==> src/rtl/posit_batch_sequencer.sv <==
// rtl/posit_batch_sequencer.sv - batch sequencer feeding memory operand pairs through a posit unit
// One element per pass: read both memories, hand operands to the unit, write the result back over A.
module posit_batch_sequencer #(
    parameter int ADDR_W  = 11,
    parameter int DATA_W  = 16,
    parameter int TIMEOUT = 1024
) (
    input  logic                  clock,
    input  logic                  reset,
    input  logic                  start,
    input  logic [ADDR_W-1:0]     base_addr,
    input  logic [ADDR_W:0]       count,
    input  logic [1:0]            op,
    output logic                  busy,
    output logic                  done,
    output logic                  error,
    output logic [ADDR_W:0]       processed,
    output logic [ADDR_W-1:0]     m0_address,
    output logic                  m0_chipselect,
    output logic                  m0_clken,
    output logic                  m0_write,
    output logic [DATA_W-1:0]     m0_writedata,
    output logic [DATA_W/8-1:0]   m0_byteenable,
    input  logic [DATA_W-1:0]     m0_readdata,
    output logic [ADDR_W-1:0]     m1_address,
    output logic                  m1_chipselect,
    output logic                  m1_clken,
    output logic                  m1_write,
    input  logic [DATA_W-1:0]     m1_readdata,
    output logic                  pu_in_valid,
    input  logic                  pu_in_ready,
    output logic [DATA_W-1:0]     pu_num1,
    output logic [DATA_W-1:0]     pu_num2,
    output logic [1:0]            pu_op,
    input  logic                  pu_out_valid,
    input  logic [DATA_W-1:0]     pu_result
);
    localparam int TCW = $clog2(TIMEOUT + 1);
    localparam logic [ADDR_W:0] IDX_ONE = {{ADDR_W{1'b0}}, 1'b1};

    typedef enum logic [2:0] {
        S_IDLE, S_READ, S_CAPTURE, S_ISSUE, S_WAIT, S_WRITE, S_DONE, S_ERROR
    } state_t;

    state_t state, state_next;

    logic                start_q;
    logic [ADDR_W-1:0]   base_q;
    logic [ADDR_W:0]     count_q;
    logic [1:0]          op_q;
    logic [ADDR_W:0]     idx;
    logic [DATA_W-1:0]   a_q, b_q, res_q;
    logic [TCW-1:0]      tcnt;

    logic                start_edge, can_start, timed_out;
    logic [ADDR_W-1:0]   elem_addr;

    assign start_edge = start & ~start_q;
    assign can_start  = (state == S_IDLE) || (state == S_DONE) || (state == S_ERROR);
    assign timed_out  = (tcnt == TCW'(TIMEOUT - 1));
    // Address arithmetic is deliberately modulo the memory size so batches may wrap.
    assign elem_addr  = base_q + idx[ADDR_W-1:0];
    assign pu_op      = op_q;
    assign m1_write   = 1'b0;

    always_comb begin
        state_next    = state;
        m0_address    = '0;
        m0_chipselect = 1'b0;
        m0_clken      = 1'b0;
        m0_write      = 1'b0;
        m0_writedata  = '0;
        m0_byteenable = '0;
        m1_address    = '0;
        m1_chipselect = 1'b0;
        m1_clken      = 1'b0;
        pu_in_valid   = 1'b0;
        pu_num1       = '0;
        pu_num2       = '0;
        case (state)
            S_IDLE, S_DONE, S_ERROR: begin
                if (start_edge) state_next = (count == '0) ? S_DONE : S_READ;
            end
            S_READ: begin
                m0_address    = elem_addr;
                m0_chipselect = 1'b1;
                m0_clken      = 1'b1;
                m1_address    = elem_addr;
                m1_chipselect = 1'b1;
                m1_clken      = 1'b1;
                state_next    = S_CAPTURE;
            end
            S_CAPTURE: state_next = S_ISSUE;
            S_ISSUE: begin
                pu_in_valid = 1'b1;
                pu_num1     = a_q;
                pu_num2     = b_q;
                if (pu_in_ready)    state_next = S_WAIT;
                else if (timed_out) state_next = S_ERROR;
            end
            S_WAIT: begin
                if (pu_out_valid)   state_next = S_WRITE;
                else if (timed_out) state_next = S_ERROR;
            end
            S_WRITE: begin
                m0_address    = elem_addr;
                m0_chipselect = 1'b1;
                m0_clken      = 1'b1;
                m0_write      = 1'b1;
                m0_writedata  = res_q;
                m0_byteenable = '1;
                state_next    = ((idx + IDX_ONE) == count_q) ? S_DONE : S_READ;
            end
            default: state_next = S_IDLE;
        endcase
    end

    always_ff @(posedge clock) begin
        if (reset) begin
            state     <= S_IDLE;
            start_q   <= 1'b1;
            base_q    <= '0;
            count_q   <= '0;
            op_q      <= '0;
            idx       <= '0;
            processed <= '0;
            a_q       <= '0;
            b_q       <= '0;
            res_q     <= '0;
            tcnt      <= '0;
            busy      <= 1'b0;
            done      <= 1'b0;
            error     <= 1'b0;
        end else begin
            state   <= state_next;
            start_q <= start;
            if (can_start && start_edge) begin
                base_q    <= base_addr;
                count_q   <= count;
                op_q      <= op;
                idx       <= '0;
                processed <= '0;
                done      <= 1'b0;
                error     <= 1'b0;
                busy      <= 1'b1;
            end else begin
                case (state)
                    S_CAPTURE: begin
                        a_q  <= m0_readdata;
                        b_q  <= m1_readdata;
                        tcnt <= '0;
                    end
                    S_ISSUE: tcnt <= tcnt + TCW'(1);
                    S_WAIT: begin
                        tcnt <= tcnt + TCW'(1);
                        if (pu_out_valid) res_q <= pu_result;
                    end
                    S_WRITE: begin
                        idx       <= idx + IDX_ONE;
                        processed <= processed + IDX_ONE;
                    end
                    S_DONE: begin
                        busy <= 1'b0;
                        done <= 1'b1;
                    end
                    S_ERROR: begin
                        busy  <= 1'b0;
                        error <= 1'b1;
                        done  <= 1'b0;
                    end
                    default: ;
                endcase
            end
        end
    end
endmodule

==> config.mk <==
export PLATFORM = sky130hd
export DESIGN_NAME = posit_batch_sequencer
export DESIGN_NICKNAME = d
export VERILOG_FILES = /design/src/rtl/posit_batch_sequencer.sv
export SDC_FILE = /design/constraint.sdc
export NUM_CORES = 1
export LEC_CHECK = 0
export CORE_MARGIN = 3
export CORE_UTILIZATION = 43
export CTS_CLUSTER_SIZE = 28
export DETAILED_ROUTE_END_ITERATION = 8
export MAX_ROUTING_LAYER = met4
export PLACE_DENSITY = 0.76
export SYNTH_ARGS = -nofsm -noshare
export SYNTH_HDL_FRONTEND = slang
export SYNTH_SLANG_ARGS = --single-unit
==> constraint.sdc <==
create_clock -name clock -period 2.91 [get_ports clock]
set_input_delay 0.873 -clock clock [delete_from_list [all_inputs] [get_ports clock]]
set_output_delay 0.873 -clock clock [all_outputs]
set_load 0.1 [all_outputs]
# Word level (Yosys, flattened, before mapping)
# Index checks and enable logic that the tools add are counted.
# totals
register_bits	115
inputBits	78
elab_cells	68
# op_classes
add_sub_neg	4
n_eq_ne	10
muxes	21
n_bitwise	3
n_reduce_logical	16
# op_table
op	count
16-bit 2-to-1 mux	3
12-bit by 1-bit adder with 12-bit output (second input constant)	2
11-bit 2-to-1 mux	2
11-bit one-hot mux with 2 select lines	1
3-bit 2-to-1 mux	6
3-bit one-hot mux with 6 select lines	1
12-bit equality test	1
3-bit equality test (second input constant)	4
12-bit logical NOT	1
11-bit by 1-bit adder with 11-bit output (second input constant)	1
11-bit adder	1
11-bit by 10-bit equality test with 1-bit output (second input constant)	1
2-bit OR reduction	4
3-bit by 2-bit equality test with 1-bit output (second input constant)	2
1-bit 2-to-1 mux	6
2-bit nonzero test	3
2-bit AND reduction	2
3-bit by 1-bit equality test with 1-bit output (second input constant)	1
3-bit logical NOT	1
3-bit AND reduction	1
3-bit OR reduction	1
1-bit logical OR	2
2-bit 2-to-1 mux	1
2-bit != test (second input constant)	1
other kinds (4)	5

# Logic depth before layout (Yosys ltp)
# logic_depth
ltp_word	6
mapped_depth	10
depth_no_buf	9

# Worst setup path before layout
# No wires, ideal clock.
# synth_path
path_type	register to output
from	register idx[0]
to	output m1_address[8]
arrival_ns	3.728
t_required_ns	2.037
path_slack_ns	-1.691
path_stages_with_launch	9
n_path_buf	0
cell_sequence	dfxtp_1 ha_1 fa_1 a21o_1 a21oi_1 o21a_1 or2_2 xor2_1 nor3_1
# synth_via
elab_chain_cells	2
# synth_lines
item	line	rtl
start, declared	51	logic [ADDR_W:0] idx;
start signal, assigned	159	idx <= idx + IDX_ONE;
11-bit adder	62	assign elem_addr = base_q + idx[ADDR_W-1:0];
11-bit 2-to-1 mux	80	case (state)
end, declared	25	output logic [ADDR_W-1:0] m1_address,
# No other way between the ends.

# Worst setup path after layout
# layout_path
from	register idx[0]
to	output m1_address[6]
# The elaborated chain is that of the path after synthesis.

==> impl_metrics.json <==
{
  "hpwl_um": 12300,
  "initial_utilization": 0.450,
  "ys_dominant_reg_cell": "sky130_fd_sc_hd__dfxtp_1",
  "post-place-cells": 1083,
  "edff_count_synth": 0,
  "die_w_um": 122,
  "fmax_mhz": 306,
  "ant_nets": 0,
  "yosys.cell_types.count": 57,
  "postSynthCellCount": 760,
  "num_rows": 41,
  "antenna_cells_inserted": 0,
  "design.final.nets": 1024,
  "routedWlPerCell_um": 15.7,
  "drt_wl_total_um": 17500,
  "clk_pin_slew_ns": 0.05,
  "finalHoldViolations": 0,
  "layout-drive-gt1-share": 0.261,
  "postLayoutCellArea_um2": 9440,
  "drcViolationCount": 0,
  "layout.cells.non_filler": 1114,
  "cp_slowest_cell": "sky130_fd_sc_hd__dfxtp_4",
  "clock_skew_ns": 0.00399,
  "synth.net_count": 853,
  "final.hold.worst_slack_ns": 0.445,
  "grt_start_max_net_pins": 75,
  "violations": "setup timing",
  "drt_first_pass_iters": 4,
  "die_area_um2": 14900,
  "yosys_register_bits": 115,
  "tritoncts": "yes",
  "die_height_um": 122,
  "ctsRootBufferMaster": "sky130_fd_sc_hd__clkbuf_16",
  "cp-start-kind": "flip-flop",
  "cts_buffers": 17,
  "final_core_utilization": 0.733,
  "highest_ir_drop_seen_on_vdd_mv": 0.581,
  "worst-endpoint-arrival_ns": 2.39,
  "worst_path_max_fanout": 3,
  "worst_slew_pin_slew_ns": 0.602,
  "globalRoute.totalOverflow": 0,
  "cp_cell_instances": "ha_4 -> fa_2 -> a21o_1 -> a21oi_2 -> o21bai_1 -> a21oi_1 -> xor2_1 -> buf_4 -> nor2_4 -> buf_12",
  "place.port_buffers": 172,
  "syn_area_um2": 5790,
  "dr_total_vias": 5840,
  "first_global_vias": 5712,
  "worst_slew_margin_rel": 0.598,
  "areaGrowthSynthToFinish_pct": 63.0,
  "number_of_pins_exceeding_their_max_slew_limit_in_the_final_report": 0,
  "number_of_design_rule_violations_left_by_the_first_detailed_router_iteration": 451,
  "period_needed_ns": 3.26,
  "insertion_delay_ns": 0.41,
  "crit_required_ns": 2.04,
  "route.detailed.vias_per_inst": 5.24,
  "post_dp_cell_area_um2": 8740,
  "floorplan.io_pins": 174,
  "ys_warn_count": 0,
  "power-per-cell-area_nw_per_um2": 571,
  "setup_repair_after_global_routing_missed_its_margin": "true",
  "worst_path_dominant_cell_family": "compound AO/OA/AOI/OAI gates",
  "n_fill_cell": 946,
  "max_cap_violations": 0,
  "mostFrequentLayoutCell": "sky130_fd_sc_hd__nand2_1",
  "postSynthAreaPerCell_um2": 7.62,
  "max-clock-path-buffers": 2,
  "ctsHoldBuffers": 0,
  "final.setup.worst_slack_ns": -0.355,
  "htree_levels": 4,
  "finalCritPeriodShare": 1.12,
  "worst_stage_delay_on_the_critical_path_ns": 0.34,
  "grt_pass1_wl_um": 27700,
  "totalNegativeSetupSlack_ns": -4.14,
  "gr-usage-all-layers": 0.244,
  "run_status": "finished with violations",
  "tritoncts_num_sinks": 115,
  "worstSetupEndpointType": "primary output",
  "setup_viol_count_final": 14,
  "layout_common_cells": "sky130_fd_sc_hd__nand2_1, sky130_fd_sc_hd__dfxtp_1, sky130_fd_sc_hd__a21oi_1, sky130_fd_sc_hd__buf_12, sky130_fd_sc_hd__clkdlybuf4s50_1",
  "cp.buffers_inverters": 2,
  "synth.yosys.seq_area_share": 0.398,
  "finalWeightedCongestion": 0.883,
  "leakage_power_figure_nw": 3.50,
  "async_reset_ff_frac": 0,
  "grt_antenna_before_repair": 0,
  "worstHoldPathType": "reg2reg",
  "critPathKind": "reg2out",
  "core_area_um2": 12900
}
## worst paths after layout
| kind | start | end | slack (ns) | cells past startpoint |
|---|---|---|---|---|
| max reg2reg | idx[0] | state[1] | 0.54 | 9 |
| min | a_q[3] | a_q[3] | 0.45 | 2 |
| min reg2reg | a_q[3] | a_q[3] | 0.45 | 2 |
| max | idx[0] | m1_address[6] | -0.35 | 10 |
## worst reg2reg max path, cell delays in order, from the launching register on
cell,delay (ns)
sky130_fd_sc_hd__dfxtp_4,0.35
sky130_fd_sc_hd__buf_4,0.10
sky130_fd_sc_hd__buf_4,0.15
sky130_fd_sc_hd__ha_1,0.27
sky130_fd_sc_hd__nand3_1,0.28
sky130_fd_sc_hd__or2_2,0.40
sky130_fd_sc_hd__xor2_1,0.15
sky130_fd_sc_hd__a211o_1,0.32
sky130_fd_sc_hd__o2111ai_1,0.15
sky130_fd_sc_hd__nand2_1,0.09
## sequential cells by signal, summed over array words and instances (netlist names), 2 cells and up
signal,flops
res_q,16
count_q,12
base_q,11
pu_op,2
a_q,16
idx,12
processed,12
b_q,16
tcnt,11
state,3
## cells by family after synthesis
group,count (synthesis),synth area share
muxes,2,0.00346
other,1,0.000648
AOI/OAI and AO/OA,151,0.153
and+or+nand+nor,372,0.300
adders and majority gates,15,0.0337
buffers and inverters,62,0.0478
xor gates and xnor gates,42,0.0636
DFF,115,0.398
## metal layers
layer | track usage | routed length (um) | share of wire | vias to the layer above
met5 | - | 0 | 0 | -
met4 | 0.102 | 486 | 0.028 | 0
met3 | 0.0919 | 1510 | 0.087 | 35
met2 | 0.406 | 8530 | 0.49 | 213
met1 | 0.261 | 6940 | 0.40 | 2705
li1 | - | - | - | 2887
## stage by stage
step	worst slack [ns]	power, mW
final	-0.355	5.39
after floorplan	-0.357	2.85
after global placement	0.0257	3.32
after CTS	-0.355	5.42
after detailed placement	-0.0209	3.34
after global routing	-0.561	5.63
## power by group
group / switching [mW] / internal [mW] / total [mW] / leakage [nW]
Sequential: 0.0759 / 1.71 / 1.79 / 0.933
Combinational: 1.02 / 0.529 / 1.55 / 2.28
Clock: 0.709 / 1.34 / 2.05 / 0.287
Total: 1.80 / 3.58 / 5.39 / 3.50
## cell usage after synthesis (2+ instances only)
cell type | count | area share
sky130_fd_sc_hd__a31oi_1 | 3 | 0.0032
sky130_fd_sc_hd__xor2_1 | 16 | 0.024
sky130_fd_sc_hd__o31ai_1 | 3 | 0.0039
sky130_fd_sc_hd__buf_4 | 8 | 0.010
sky130_fd_sc_hd__nor3_1 | 19 | 0.016
sky130_fd_sc_hd__o21ai_0 | 15 | 0.013
sky130_fd_sc_hd__mux2i_1 | 2 | 0.0035
sky130_fd_sc_hd__and3_1 | 3 | 0.0032
sky130_fd_sc_hd__o21bai_1 | 2 | 0.0026
sky130_fd_sc_hd__dfxtp_1 | 115 | 0.40
sky130_fd_sc_hd__clkbuf_1 | 30 | 0.019
sky130_fd_sc_hd__a211oi_1 | 3 | 0.0039
sky130_fd_sc_hd__nor2b_1 | 5 | 0.0054
sky130_fd_sc_hd__ha_1 | 14 | 0.030
sky130_fd_sc_hd__nand2b_1 | 6 | 0.0065
sky130_fd_sc_hd__xnor2_1 | 26 | 0.039
sky130_fd_sc_hd__a21oi_1 | 94 | 0.081
sky130_fd_sc_hd__a21o_1 | 5 | 0.0065
sky130_fd_sc_hd__nor2_1 | 60 | 0.039
sky130_fd_sc_hd__nand2_1 | 177 | 0.11
sky130_fd_sc_hd__or2_2 | 7 | 0.0076
sky130_fd_sc_hd__or3_1 | 5 | 0.0054
sky130_fd_sc_hd__and2_1 | 51 | 0.055
sky130_fd_sc_hd__nand4_1 | 8 | 0.0086
sky130_fd_sc_hd__buf_1 | 2 | 0.0013
sky130_fd_sc_hd__or4_1 | 3 | 0.0039
sky130_fd_sc_hd__a211o_1 | 2 | 0.0030
sky130_fd_sc_hd__buf_2 | 11 | 0.0095
sky130_fd_sc_hd__nor4_1 | 6 | 0.0065
sky130_fd_sc_hd__o211ai_1 | 5 | 0.0065
sky130_fd_sc_hd__inv_1 | 10 | 0.0065
sky130_fd_sc_hd__a311oi_1 | 6 | 0.0091
sky130_fd_sc_hd__nand3_1 | 14 | 0.012
## timing repair
item / 4_1_cts / 5_1_grt
endpoints found under the hold margin: 0 / 0
buffers inserted: 2 / 1
resized for setup: 21 / 3
setup endpoints to repair: 16 / 38
pin swaps: 14 / 6
## layout make-up
type / count / area [um^2] / share of cell area
Sequential cell: 115 / 2310 / 0.245
Clock inverter: 12 / 140 / 0.0149
Inverter: 11 / 47.5 / 0.00504
Multi-Input combinational cell: 583 / 3560 / 0.378
Clock buffer: 18 / 439 / 0.0465
Timing Repair Buffer: 203 / 2720 / 0.288
Tap cell: 172 / 215 / 0.0228
Note: power is estimated with default switching activity, not from simulation.
==> RTL edit, RTL diff (same settings) <==
One comparison of `tcnt` changes from == to >=.
--- a/src/rtl/posit_batch_sequencer.sv
+++ b/src/rtl/posit_batch_sequencer.sv
@@ -57,7 +57,7 @@
 
     assign start_edge = start & ~start_q;
     assign can_start  = (state == S_IDLE) || (state == S_DONE) || (state == S_ERROR);
-    assign timed_out  = (tcnt == TCW'(TIMEOUT - 1));
+    assign timed_out  = (tcnt >= TCW'(TIMEOUT - 1));
     // Address arithmetic is deliberately modulo the memory size so batches may wrap.
     assign elem_addr  = base_q + idx[ADDR_W-1:0];
     assign pu_op      = op_q;
Check against the original RTL: no difference found for any inputs over 4 cycles, from zero or initial values and one cycle with reset high; that may be too few to reach the edited logic, so the function may still have changed.
==> RTL edit against the unedited design <==
The run still ends with setup timing left; critical path type unchanged; wire length up 6.8%; core utilization up 2.0 points; clock power up 5%; design area up 3.2%; setup slack worse by 0.078 ns; sequential cell count unchanged; area after synthesis up 0.80%; non-clock buffer count up 16; largest power group is now combinational cells; power up 16%; critical path depth unchanged; combinational power up 45%; highest routed layer unchanged.
==> RTL edit: results (changes against the unedited design) <==
| Parameter | Reported | Change |
|:---|:---|:---|
| Part of the Yosys area used for sequential elements | 39.5% | -0.32 points |
| Maximum number of pins on one net before global-route repair | 50 | -33% |
| Result of the run | finished, violations left |  |
| Violations in the final reports | setup timing |  |
| Combinational power | 2.25 mW | +45% |
| GR Layer Usage met1 | 28.1% | +1.9 points |
| Htree depth | 4 | unchanged |
| Multiplexer share of the synthesized area | 0% | -0.35 points |
| Worst setup path end | m1_address[8] |  |
| Vias in the first global route | 5777 | +1.1% |
| Slowest stage cell on the critical path | fa_2 |  |
| Number of design-rule violations left by the first detailed-router iteration | 363 | -20% |
| Number of cells upsized or downsized after cts | 17 | -19% |
| Detailed-router iteration count before antenna repair | 5 | +1 |
| Clk pwr | 2.15 mW | +5% |
| Start point of the worst min-delay path | a_q[5] |  |
| All-layer global routing usage | 24.9% | +0.55 points |
| Place WS | -0.00436 ns | +0.0165 ns |
| Compound-gate portion of the synthesized area | 17.4% | +2.1 points |
| Clk_skew | 0.00932 ns | +0.00533 ns |
| Maximum fanout count along the critical path | 2 | -1 |
| Worst reg2reg setup slack | 0.43 ns | -0.11 ns |
| Net Switching | 2.30 mW | +28% |
| Crit path DAT | 2.47 ns | +0.08 ns |
| Post-DP HPWL | 12600 um | +2.5% |
| Routability congestion estimate | 0.930 | +5.3% |
| Post-synthesis share of cell area spent on full adders, half adders and majority gates | 3.35% | -0.027 points |
| Count of cell types in the netlist | 59 | +3.5% |
| Met1 wire length | 7360 um | +6.0% |
| Wire length after detailed routing | 18700 um | +6.8% |
| Count of endpoints failing setup in the final report | 16 | +2 |
| Fraction of layout cells with a size suffix above 1 | 27.1% | +0.97 points |
| Maximum VDD drop | 518 uV | -11% |
| Final instance count without filler cells | 1143 | +2.6% |
| Top layer reached by signal wires | met4 |  |
| Number of buffers inserted by post-CTS setup repair | 7 | +5 |
| R2R Path End | state[0] |  |
| Via count | 6081 | +4.1% |
| Number of antenna violations at the first check in global routing | 0 | unchanged |
| GR met2 Demand/Resource | 39.9% | -0.76 points |
| Total chip power | 6.22 mW | +16% |
| Length of routed met3 wiring | 1750 um | +16% |
| Wire length of the first global-routing pass | 28400 um | +2.6% |
| Slowest cell delay on critical path | 0.37 ns | +0.03 ns |
| Cell types with the largest area share after synthesis | dfxtp_1 39%, nand2_1 11%, a21oi_1 8.9% |  |
| Detailed route wirelength on metal2 | 9140 um | +7.2% |
| Gate count after technology mapping | 768 | +1.1% |
| Area share of xor/xnor cells in the synthesized design | 5.40% | -0.95 points |
| Layout Nets | 1051 | +2.6% |
| Cell family with the largest share of critical-path delay | adder cells |  |
| Global routing met3 resource utilization | 10.4% | +1.2 points |
| Setup slack after layout | -0.432 ns | -0.0778 ns |
| Clock Root Buffer | clkbuf_16 |  |
| Worst relative slew slack | 45.3% | -15 points |
| Number of nets in the synthesized netlist | 861 | +0.94% |
| Top cell types by occurrence after synthesis | 178 x nand2_1, 115 x dfxtp_1, 104 x a21oi_1, 55 x nor2_1, 53 x and2_1 |  |
| Leakage dissipation | 3.57 nW | +1.9% |
| Worst r2r path cells | 8 | -1 |
## RTL edit: worst min path at each step
stage                     endpoint  slack [ns]  cells after the start
final                       a_q[5]        0.45                      2
after detailed placement    a_q[7]        0.44                      2
after global placement     a_q[14]        0.44                      2
after global routing       b_q[14]        0.47                      2
after CTS                  b_q[10]        0.45                      2
after floorplan            a_q[10]        0.43                      2
## RTL edit: final cells by class
class | instances | area, um2
Multi-Input combinational cell | 597 | 3710
Fill cell | 904 | 3190
Timing Repair Buffer | 219 | 2850
Sequential cell | 115 | 2310
Clock buffer | 23 | 488
Tap cell | 172 | 215
Clock inverter | 9 | 126
Inverter | 8 | 37.5
## RTL edit: metrics by stage
stage	setup TNS (ns)	instance area, um2	util (%)
after floorplan	-1.57	6090	-
after global placement	0	8840	68.4
after detailed placement	-0.00797	8840	68.4
after CTS	-4.62	9580	74.1
after global routing	-5.98	9740	75.3
final	-4.79	9740	75.3
